### config.mk
export PLATFORM = sky130hd
export DESIGN_NAME = line_word_burst_sel_flat
export DESIGN_NICKNAME = d
export VERILOG_FILES = /design/src/rtl/line_word_burst_sel_if.sv /design/src/rtl/line_word_burst_sel.sv /design/src/flat_wrapper.sv
export SDC_FILE = /design/constraint.sdc
export NUM_CORES = 1
export LEC_CHECK = 0
export BUFFER_PORTS_ARGS = -buffer_cell sky130_fd_sc_hd__buf_4
export CORE_MARGIN = 3
export CORE_UTILIZATION = 40
export CTS_CLUSTER_SIZE = 10
export DETAILED_ROUTE_END_ITERATION = 10
export PLACE_DENSITY = 0.61
export SLEW_MARGIN = 20
export SYNTH_ARGS = -nofsm -noshare
export SYNTH_HDL_FRONTEND = slang
export SYNTH_SLANG_ARGS = --single-unit
### constraint.sdc
create_clock -name clk -period 34 [get_ports clk]
set_input_delay 8.5 -clock clk [delete_from_list [all_inputs] [get_ports clk]]
set_output_delay 8.5 -clock clk [all_outputs]
set_load 0.01 [all_outputs]
### src/rtl/line_word_burst_sel_if.sv
// line_word_burst_sel_if: request and beat-stream signals for the cache-line word selector.
interface line_word_burst_sel_if #(
    parameter int WIDTH = 16,
    parameter int WORDS = 32
);
    localparam int SELW = $clog2(WORDS);
    logic [WIDTH*WORDS-1:0] line_in;
    logic                   req_valid;
    logic                   req_ready;
    logic [SELW-1:0]        req_sel;
    logic [SELW-1:0]        req_len_m1;
    logic                   out_valid;
    logic                   out_ready;
    logic [WIDTH-1:0]       out_data;
    logic [SELW-1:0]        out_index;
    logic                   out_last;
    modport master (
        output line_in, req_valid, req_sel, req_len_m1, out_ready,
        input  req_ready, out_valid, out_data, out_index, out_last
    );
    modport slave (
        input  line_in, req_valid, req_sel, req_len_m1, out_ready,
        output req_ready, out_valid, out_data, out_index, out_last
    );
endinterface

### src/rtl/line_word_burst_sel.sv
// line_word_burst_sel: snapshots a cache line and streams a wrapping critical-word-first burst.
module line_word_burst_sel #(
    parameter int WIDTH = 16,
    parameter int WORDS = 32
) (
    input logic clk,
    input logic rst,
    line_word_burst_sel_if.slave bus
);
    localparam int SELW = $clog2(WORDS);
    typedef enum logic {IDLE, BURST} state_t;
    state_t                 state;
    logic [WIDTH*WORDS-1:0] snap;
    logic [SELW-1:0]        idx;
    logic [SELW-1:0]        rem;
    logic                   accept;
    logic                   beat;
    // Outputs come straight from flops, so async reset clears them without a clock.
    assign bus.out_valid = state == BURST;
    assign bus.out_last  = (state == BURST) && (rem == '0);
    assign bus.out_index = idx;
    assign bus.out_data  = snap[idx*WIDTH +: WIDTH];
    assign beat          = bus.out_valid && bus.out_ready;
    assign bus.req_ready = (state == IDLE) || (beat && bus.out_last);
    assign accept        = bus.req_valid && bus.req_ready;
    always_ff @(posedge clk or posedge rst) begin
        if (rst) begin
            state <= IDLE;
            snap  <= '0;
            idx   <= '0;
            rem   <= '0;
        end else if (accept) begin
            state <= BURST;
            snap  <= bus.line_in;
            idx   <= bus.req_sel;
            rem   <= bus.req_len_m1;
        end else if (beat) begin
            if (rem != '0) begin
                idx <= idx + 1'b1;
                rem <= rem - 1'b1;
            end else begin
                state <= IDLE;
            end
        end
    end
endmodule
### src/flat_wrapper.sv
// flat-port wrapper written by rule: the top's interface ports become plain ports
module line_word_burst_sel_flat 
#(
    parameter int WIDTH = 16,
    parameter int WORDS = 32
)
  (clk, rst, bus_line_in, bus_req_valid, bus_req_sel, bus_req_len_m1, bus_out_ready, bus_req_ready, bus_out_valid, bus_out_data, bus_out_index, bus_out_last);
  line_word_burst_sel_if #(.WIDTH(WIDTH), .WORDS(WORDS)) bus_i ();
  input logic clk;
  input logic rst;
  input wire logic [$bits(bus_i.line_in)-1:0] bus_line_in;
  input wire logic [$bits(bus_i.req_valid)-1:0] bus_req_valid;
  input wire logic [$bits(bus_i.req_sel)-1:0] bus_req_sel;
  input wire logic [$bits(bus_i.req_len_m1)-1:0] bus_req_len_m1;
  input wire logic [$bits(bus_i.out_ready)-1:0] bus_out_ready;
  output wire logic [$bits(bus_i.req_ready)-1:0] bus_req_ready;
  output wire logic [$bits(bus_i.out_valid)-1:0] bus_out_valid;
  output wire logic [$bits(bus_i.out_data)-1:0] bus_out_data;
  output wire logic [$bits(bus_i.out_index)-1:0] bus_out_index;
  output wire logic [$bits(bus_i.out_last)-1:0] bus_out_last;
  assign bus_i.line_in = bus_line_in;
  assign bus_i.req_valid = bus_req_valid;
  assign bus_i.req_sel = bus_req_sel;
  assign bus_i.req_len_m1 = bus_req_len_m1;
  assign bus_i.out_ready = bus_out_ready;
  assign bus_req_ready = bus_i.req_ready;
  assign bus_out_valid = bus_i.out_valid;
  assign bus_out_data = bus_i.out_data;
  assign bus_out_index = bus_i.out_index;
  assign bus_out_last = bus_i.out_last;
  line_word_burst_sel #(.WIDTH(WIDTH), .WORDS(WORDS)) u_core (.clk(clk), .rst(rst), .bus(bus_i));
endmodule
==> results of run 1 <==
## cell usage after synthesis (2+ instances only)
library cell,instances,area (µm²)
nand2_1,7,26.3
and3_1,2,12.5
o2bb2ai_1,2,17.5
o21ai_0,4,20.0
o22ai_1,16,100
nor3_1,2,10.0
buf_6,26,293
o311ai_0,3,26.3
mux2i_1,68,681
nor2_1,9,33.8
mux4_2,95,2140
buf_1,8,30.0
a31oi_1,2,12.5
o221ai_1,19,166
mux2_2,56,631
a22o_1,12,105
buf_2,20,100
nand3_1,5,25.0
and2_1,2,12.5
a21o_1,2,15.0
nor2b_1,3,18.8
buf_4,29,218
inv_1,8,30.0
o211ai_1,2,15.0
a22oi_1,23,173
clkbuf_1,29,109
nand3b_1,3,22.5
a2111oi_0,14,123
dfrtp_1,523,13100
a21oi_1,35,175
mux2_1,458,5160
nand4_1,3,18.8
ha_1,2,25.0
## cell families (layout without fill, tap and decap cells)
logic type                 Yosys count  after routing  share of synthesized area
DFF                                523            523                      0.550
adders and majority gates            2              2                    0.00105
AOI/OAI and AO/OA                  142            142                     0.0436
other                                0             12                          0
and+or+nand+nor                     43             43                     0.0104
buffers and inverters              120            666                     0.0328
muxes                              677            677                      0.362
## cell usage in the layout (no fill, tap or decap), types with 3 or more instances in the layout
cell type | netlist | layout
a2111oi_0 | 14 | 5
a21oi_1 | 35 | 35
clkbuf_1 | 29 | 12
o22ai_1 | 16 | 16
inv_1 | 8 | 7
buf_4 | 29 | 574
o21ai_0 | 4 | 4
nor2_1 | 9 | 8
a22oi_1 | 23 | 23
a2111oi_1 | 0 | 5
mux2_1 | 458 | 458
dfrtp_1 | 523 | 519
mux2i_1 | 68 | 68
clkbuf_16 | 0 | 60
a2111oi_2 | 0 | 4
clkbuf_8 | 0 | 5
a22o_1 | 12 | 12
o221ai_1 | 19 | 19
diode_2 | 0 | 12
nand2_1 | 7 | 7
nand3_1 | 5 | 5
o311ai_0 | 3 | 3
mux2_2 | 56 | 56
mux4_2 | 95 | 95
nand4_1 | 3 | 3
nand3b_1 | 3 | 3
## registers in the layout, summed over array words and instances (netlist names)
signal,cells
u_core.snap,512
u_core.bus.out_valid,1
u_core.rem,5
u_core.bus.out_index,5
## power breakdown
group          switching (mW)  internal [mW]  leakage (nW)
Clock                   0.246          0.335         0.829
Combinational           0.456          0.548          6.64
Sequential              0.193          0.934          6.32
Total                   0.895           1.82          13.8
## layout make-up
| cell class | instances | area [µm²] |
|---|---|---|
| clock buffers | 77 | 1620 |
| diodes | 12 | 30.0 |
| fillers | 4925 | 28100 |
| flip-flops and latches | 523 | 13100 |
| repair buffers | 576 | 4350 |
| inverters | 8 | 37.5 |
| clock inverters | 5 | 80.1 |
| multi-input cells | 864 | 9980 |
| well taps | 765 | 957 |
## through the flow
| stage | cells | power (mW) | util | hold slack (ns) | setup WS [ns] |
|---|---|---|---|---|---|
| after floorplan | 1507 | 1.78 | - | 0.459 | 10.89 |
| after global placement | 2736 | 2.12 | 0.488 | 0.468 | 15.90 |
| after detailed placement | 2736 | 2.16 | 0.488 | 0.477 | 15.88 |
| after CTS | 2818 | 2.75 | 0.517 | 0.489 | 15.88 |
| after global routing | 2826 | 2.88 | 0.517 | 0.496 | 15.78 |
| final | 2830 | 2.71 | 0.518 | 0.486 | 15.86 |
## worst max-delay path by stage
stage                     cells past startpoint     startpoint  slack [ns]                       to
after detailed placement                      4  bus_out_ready       15.88            bus_req_ready
after CTS                                     4  bus_out_ready       15.88            bus_req_ready
after global routing                          4  bus_out_ready       15.78            bus_req_ready
after floorplan                               1            rst       10.89  u_core.bus.out_index[0]
final                                         4  bus_out_ready       15.86            bus_req_ready
after global placement                        4  bus_out_ready       15.90            bus_req_ready
## metal layers
metal	up-vias	global-route usage
met5	-	0
met4	22	0.0678
met3	106	0.0693
met2	441	0.394
met1	7985	0.297
li1	6753	-
==> flow_summary.toml, run 1 <==
[outcome]
status = "completed"

[sta]
skew_ns = 0.0121
rsz0062_at_grt = "no"
min_period_ns = 18.14
period_share = 0.534
fmax_mhz = 55.1
finalHoldViolCount = 0
slew_violations = 0
tns_ns = 0
tightest_slew_ns = 1.10
setup_violations = 0
max_slew_margin = 0.265

[critical_path]
end_kind = "output pin"
crit_arrival_ns = 9.64
reg2reg_depth = 8
crit-reg2reg-launch = "u_core.rem[0]"
cp_num_buf_inv = 2
worstPathCellList = "buf_4, nand2_1, o41ai_4, buf_4"
critPathKind = "in -> out"
r2r_end = "u_core.snap[434]"
rrSetupSlack_ns = 29.74
crit_top_cell = "buf_4"
cp-start-kind = "input port"
crit_slowest_cell = "o41ai_4"
cp.required_ns = 25.50
path_delay_family = "compound AO/OA/AOI/OAI gates"
worstPathMaxFanout = 12
slowest_delay_ns = 0.60

[drt]
drt_iter0_drc = 811
drcViolationCount = 0
wl_met3_um = 5370
via_count = 15300
first_pass_iters = 4
wl_per_cell_um = 26.1
routed_wl_um = 73900
avgViaCountPerCell = 5.41
wl_met1_um = 30000
ant_nets = 0
top_layer_used = "met5"
met2_length_um = 36700

[cells_and_area]
drive_above_1_share = 0.396
syn_to_final_growth_pct = 26.8
final_area_um2 = 30100
nNetsFinal = 2561

[hold_path]
hold_end = "u_core.snap[321]"
hold_class = "reg -> reg"
min_from = "u_core.snap[321]"
worstHoldPathCells = 1

[pwr]
powerDensity_nw_per_um2 = 90.0
p_leak_nw = 13.8
vdd_drop_max_mv = 0.0496

[clocking]
clkLatencyLatePin_ns = 0.61
postCtsHoldBufs = 0
cts-root-buf = "clkbuf_16"
cts_tree = "built"
post_cts_buffers = 0
clkSinkCount = 523
cts_resized = 0
h-tree-depth = 2
cts_buffer_depth = 3
cts_buffers = 60
path_clk_slew_ns = 0.06

[logic_synthesis]
synth_cells = 1507
yosysSeqAreaShare = 0.550
synth_edf_count = 0
avgSynthCellArea_um2 = 15.8
syn_nets = 2035
yosys_warnings = 0
yosys_most_used_dff = "dfrtp_1"
postSynth.asyncResetShare = 1.00
synth.distinct_cells = 48
ys_seq_elements = 523
syn_area_um2 = 23800

[placed_design]
dpl-instance-area_um2 = 28400
globalplace.congestion = 0.821
hpwlAfterDp_um = 55000
port_buffers = 549

[grt]
antenna_found_initial = 27
grt.total_usage = 0.236
grt_overflow = 0
grt_max_degree = 184
grt_pass1_wl_um = 110000
grt_pass1_vias = 16700

[die]
core_um2 = 58200
num_rows = 88
die_area_um2 = 62400
io-pin-count = 550
dieWidth_um = 250
start_util = 0.408
chipHeight_um = 250

[flow_run]
maxCapViolCount = 0
No activity file was read; power rests on OpenSTA's default activity.
==> inputs of run 2 (changes only) <==
- PLACE_DENSITY: 0.61 -> 0.64
- clock period: 34 -> 16.2 ns (I/O delays scaled with it)
==> run 2 against run 1 <==
Against the previous run: die area is the same; largest power group unchanged; combinational power increased by 110%; largest cell class unchanged; worst setup slack lost 8.9 ns; highest routed layer unchanged.
==> flow_summary.toml, run 2 (synthesized netlist as in run 1, its figures left out) <==
[outcome]
status = "completed"

[cells_and_area]
final_common_cell = "buf_4"
nNetsFinal = 2560
multiInputGateArea_um2 = 9970
largest_reg_flops = 512
register_area_um2 = 13100
syn_to_final_growth_pct = 26.4
layout_common_cells = "buf_4, dfrtp_1, mux2_1, mux4_2, mux2i_1"
final_area_um2 = 30100
drive_above_1_share = 0.394
regMostFlops = "u_core.snap"
fillers = 4965

[clocking]
cts_tree = "built"
cts_resized = 0
clkSinkCount = 523
cts-root-buf = "clkbuf_16"
postCtsHoldBufs = 0
path_clk_slew_ns = 0.06
cts_buffers = 59
cts_buffer_depth = 3
post_cts_buffers = 0
h-tree-depth = 2
clkLatencyLatePin_ns = 0.61

[die]
core_um2 = 58200
num_rows = 88
io-pin-count = 550
dieWidth_um = 250
die_area_um2 = 62400
chipHeight_um = 250
start_util = 0.408

[drt]
routed_wl_um = 74000
via_count = 15400
drcViolationCount = 0
wl_per_cell_um = 26.2
avgViaCountPerCell = 5.43
ant_nets = 0
drt_iter0_drc = 792
first_pass_iters = 4

[sta]
setup_violations = 0
rsz0062_at_grt = "no"
tns_ns = 0
finalHoldViolCount = 0
min_period_ns = 9.29
fmax_mhz = 108
period_share = 0.574
skew_ns = 0.0193
tightest_slew_ns = 1.15
slew_violations = 0
max_slew_margin = 0.231

[pwr]
switchingPower_mw = 1.89
vdd_drop_max_mv = 0.0973
powerDensity_nw_per_um2 = 188
p_int_mw = 3.78
p_seq_frac = 0.418
netSwitchingFraction = 0.333
comb_power_share = 0.377
p_leak_nw = 13.7
p_clk_frac = 0.206

[critical_path]
worstPathMaxFanout = 12
cp.required_ns = 12.15
end_kind = "output pin"
crit_arrival_ns = 5.24
cp-start-kind = "input port"
critPathKind = "in -> out"

[placed_design]
port_buffers = 549
hpwlAfterDp_um = 55500
globalplace.congestion = 0.826
dpl-instance-area_um2 = 28400

[hold_path]
hold_class = "reg -> reg"

[flow_run]
maxCapViolCount = 0

[grt]
grt.total_usage = 0.234
grt_overflow = 0
antenna_found_initial = 28
grt_pass1_vias = 16700
grt_max_degree = 176
grt_pass1_wl_um = 108000
[run 2: final timing paths]
kind | from | endpoint | slack (ns) | depth (start not counted)
worst max register to register | u_core.rem[0] | u_core.snap[282] | 12.46 | 7
max in group asynchronous | rst | u_core.snap[132] | 9.86 | 6
worst min-delay path | u_core.snap[73] | u_core.snap[73] | 0.49 | 1
min in group asynchronous | rst | u_core.snap[388] | 3.44 | 2
worst max-delay path | bus_out_ready | bus_req_ready | 6.91 | 4
worst min register to register | u_core.snap[73] | u_core.snap[73] | 0.49 | 1
[run 2: power by group through the flow]
stage / clock network, mW / registers (mW) / logic [mW]
after floorplan: 0 / 2.20 / 1.54
after global placement: 0 / 2.35 / 2.11
after detailed placement: 0 / 2.38 / 2.16
after CTS: 1.20 / 2.37 / 2.17
after global routing: 1.25 / 2.44 / 2.31
final: 1.17 / 2.37 / 2.13
[run 2: metrics by stage]
stage	hold WS [ns]	instances	setup slack (ns)	power, mW	util
2_1_floorplan	0.459	1507	5.04	3.74	-
3_3_place_gp	0.469	2735	6.99	4.46	0.488
3_5_place_dp	0.475	2735	6.93	4.54	0.488
4_1_cts	0.488	2810	6.94	5.73	0.515
5_1_grt	0.496	2828	6.87	6.00	0.516
6_report	0.486	2830	6.91	5.67	0.516
[run 2: critical path, stage by stage]
cell     delay, ns
buf_4         0.16
nand2_1       0.14
o41ai_4       0.65
buf_4         0.24
[run 2: cell type report]
type / instances / share of cell area
Clock inverter: 4 / 0.00117
Sequential cell: 523 / 0.436
Antenna cell: 19 / 0.00158
Inverter: 8 / 0.00112
Timing Repair Buffer: 576 / 0.145
Tap cell: 765 / 0.0318
Clock buffer: 71 / 0.0516
Multi-Input combinational cell: 864 / 0.332
[run 2: metal layers]
| layer | share of wire | up-vias | global-route usage |
|---|---|---|---|
| li1 | - | 6751 | - |
| met5 | 0.0010 | - | 0 |
| met3 | 0.063 | 105 | 0.0592 |
| met2 | 0.50 | 452 | 0.391 |
| met1 | 0.41 | 8040 | 0.295 |
| met4 | 0.026 | 12 | 0.0827 |
==> inputs of run 3 (changes only) <==
- PLACE_DENSITY: 0.64 -> 0.61
- clock period: 16.2 -> 9.24 ns (I/O delays scaled with it)
==> run 3 against run 2 <==
Against the previous run: combinational power up 78%; final area increased by 0.51%; sequential power up 77%; highest routed layer unchanged; first-iteration DRC count increased by 28%; total power grew 79%.
==> flow_summary.toml, run 3 (synthesized netlist as in run 1, its figures left out) <==
[cells_and_area]
final-instance-count-excl-fill = 2840
regMostFlops = "u_core.snap"
layout_common_cells = "buf_4, dfrtp_1, mux2_1, mux4_2, mux2i_1"
fillers = 4932
drive_above_1_share = 0.395
utilization = 0.519
final_area_um2 = 30200
final_common_cell = "buf_4"
syn_to_final_growth_pct = 27.1
nNetsFinal = 2563
largest_reg_flops = 512

[die]
chipHeight_um = 250
die_area_um2 = 62400
start_util = 0.408
io-pin-count = 550
dieWidth_um = 250
num_rows = 88
core_um2 = 58200

[placed_design]
placed_cells = 2737
hpwlAfterDp_um = 57700
port_buffers = 549
globalplace.congestion = 0.832
dpl-instance-area_um2 = 28400

[drt]
wl_per_cell_um = 27.2
drcViolationCount = 0
drt_iter0_drc = 1017
routed_wl_um = 77100
avgViaCountPerCell = 5.48
ant_nets = 0
via_count = 15600
first_pass_iters = 5

[critical_path]
cp-endpoint = "bus_out_data[7]"
r2r_end = "u_core.snap[334]"
slowest_delay_ns = 1.09
critPathKind = "reg -> out"
crit_top_cell = "buf_4"
crit_path_start = "u_core.bus.out_index[0]"
rrSetupSlack_ns = 5.84
cp.required_ns = 6.93
end_kind = "output pin"
cp-start-kind = "flip-flop"
crit_slowest_cell = "dfrtp_4"
worstPathMaxFanout = 55
reg2reg_depth = 7
worstPathCellList = "buf_4, mux4_2, a22o_1, a2111oi_0, buf_4, a21oi_1, buf_4"
crit-reg2reg-launch = "u_core.rem[0]"
crit_arrival_ns = 4.30

[grt]
grt_pass1_vias = 16900
grt_overflow = 0
antenna_found_initial = 29
grt_max_degree = 168
grt_pass1_wl_um = 113000
grt.total_usage = 0.244

[sta]
finalHoldViolCount = 0
tightest_slew_ns = 1.04
rsz0062_at_grt = "no"
setup_violations = 0
tns_ns = 0
min_period_ns = 6.61
max_slew_margin = 0.303
fmax_mhz = 151
period_share = 0.715
slew_violations = 0
skew_ns = 0.0216

[clocking]
cts-root-buf = "clkbuf_16"
cts_buffers = 61
clkLatencyLatePin_ns = 0.63
cts_buffer_depth = 3
post_cts_buffers = 0
h-tree-depth = 2
postCtsHoldBufs = 0
cts_resized = 0
cts_tree = "built"
path_clk_slew_ns = 0.05
clkSinkCount = 523

[hold_path]
hold_class = "reg -> reg"

[pwr]
powerDensity_nw_per_um2 = 336
vdd_drop_max_mv = 0.178
p_leak_nw = 13.8
totalPowerFinal_mw = 10.2

[flow_run]
maxCapViolCount = 0

[outcome]
status = "completed"
## run 3: cell types whose count changed in the layout (fill, tap and decap cells not counted), moves of 2 or more
cell       delta
clkbuf_16     +2
clkbuf_8      +4
diode_2       -4
clkbuf_1      +7
buf_6         +2
## run 3: how the worst min path moves through the flow
stage,start,to,slack (ns),cells after the start
floorplan,u_core.snap[110],u_core.snap[110],0.46,1
CTS,u_core.snap[74],u_core.snap[74],0.49,1
finish,u_core.snap[323],u_core.snap[323],0.48,1
global placement,u_core.snap[272],u_core.snap[272],0.47,1
detailed placement,u_core.snap[110],u_core.snap[110],0.48,1
global route,u_core.snap[323],u_core.snap[323],0.49,1
## run 3: critical path, delay by kind of cell, from the launching register on
family	cells	cell delay, ns
buffers and inverters	3	1.07
flip-flops	1	1.09
multiplexers	1	0.63
AO/OA/AOI/OAI	3	0.82
## run 3: report_power, final
| part | switching, mW | internal (mW) | leakage, nW |
|---|---|---|---|
| clock network | 0.928 | 1.25 | 0.845 |
| logic | 1.77 | 2.02 | 6.65 |
| registers | 0.755 | 3.44 | 6.32 |
## run 3: area by class of cell
cell class	instances	area, µm²	share of cell area
multi-input combinational	864	9970	0.330
antenna	15	37.5	0.00124
timing repair buffer	577	4390	0.145
tap	765	957	0.0317
sequential	523	13100	0.433
clock buffer	84	1680	0.0557
clock inverter	4	52.6	0.00174
inverter	8	33.8	0.00112
## run 3: per-layer routing
layer,track usage,part of all wire,up-vias
met5,0,0.0025,-
met4,0.0678,0.022,28
met3,0.0741,0.075,119
met2,0.402,0.49,478
met1,0.314,0.41,8185
li1,-,-,6767
## run 3: stage by stage
step / hold WS (ns) / worst slack, ns
after floorplan: 0.459 / -0.176
after global placement: 0.469 / 2.95
after detailed placement: 0.475 / 3.21
after CTS: 0.490 / 2.52
after global routing: 0.494 / 2.32
final: 0.485 / 2.63
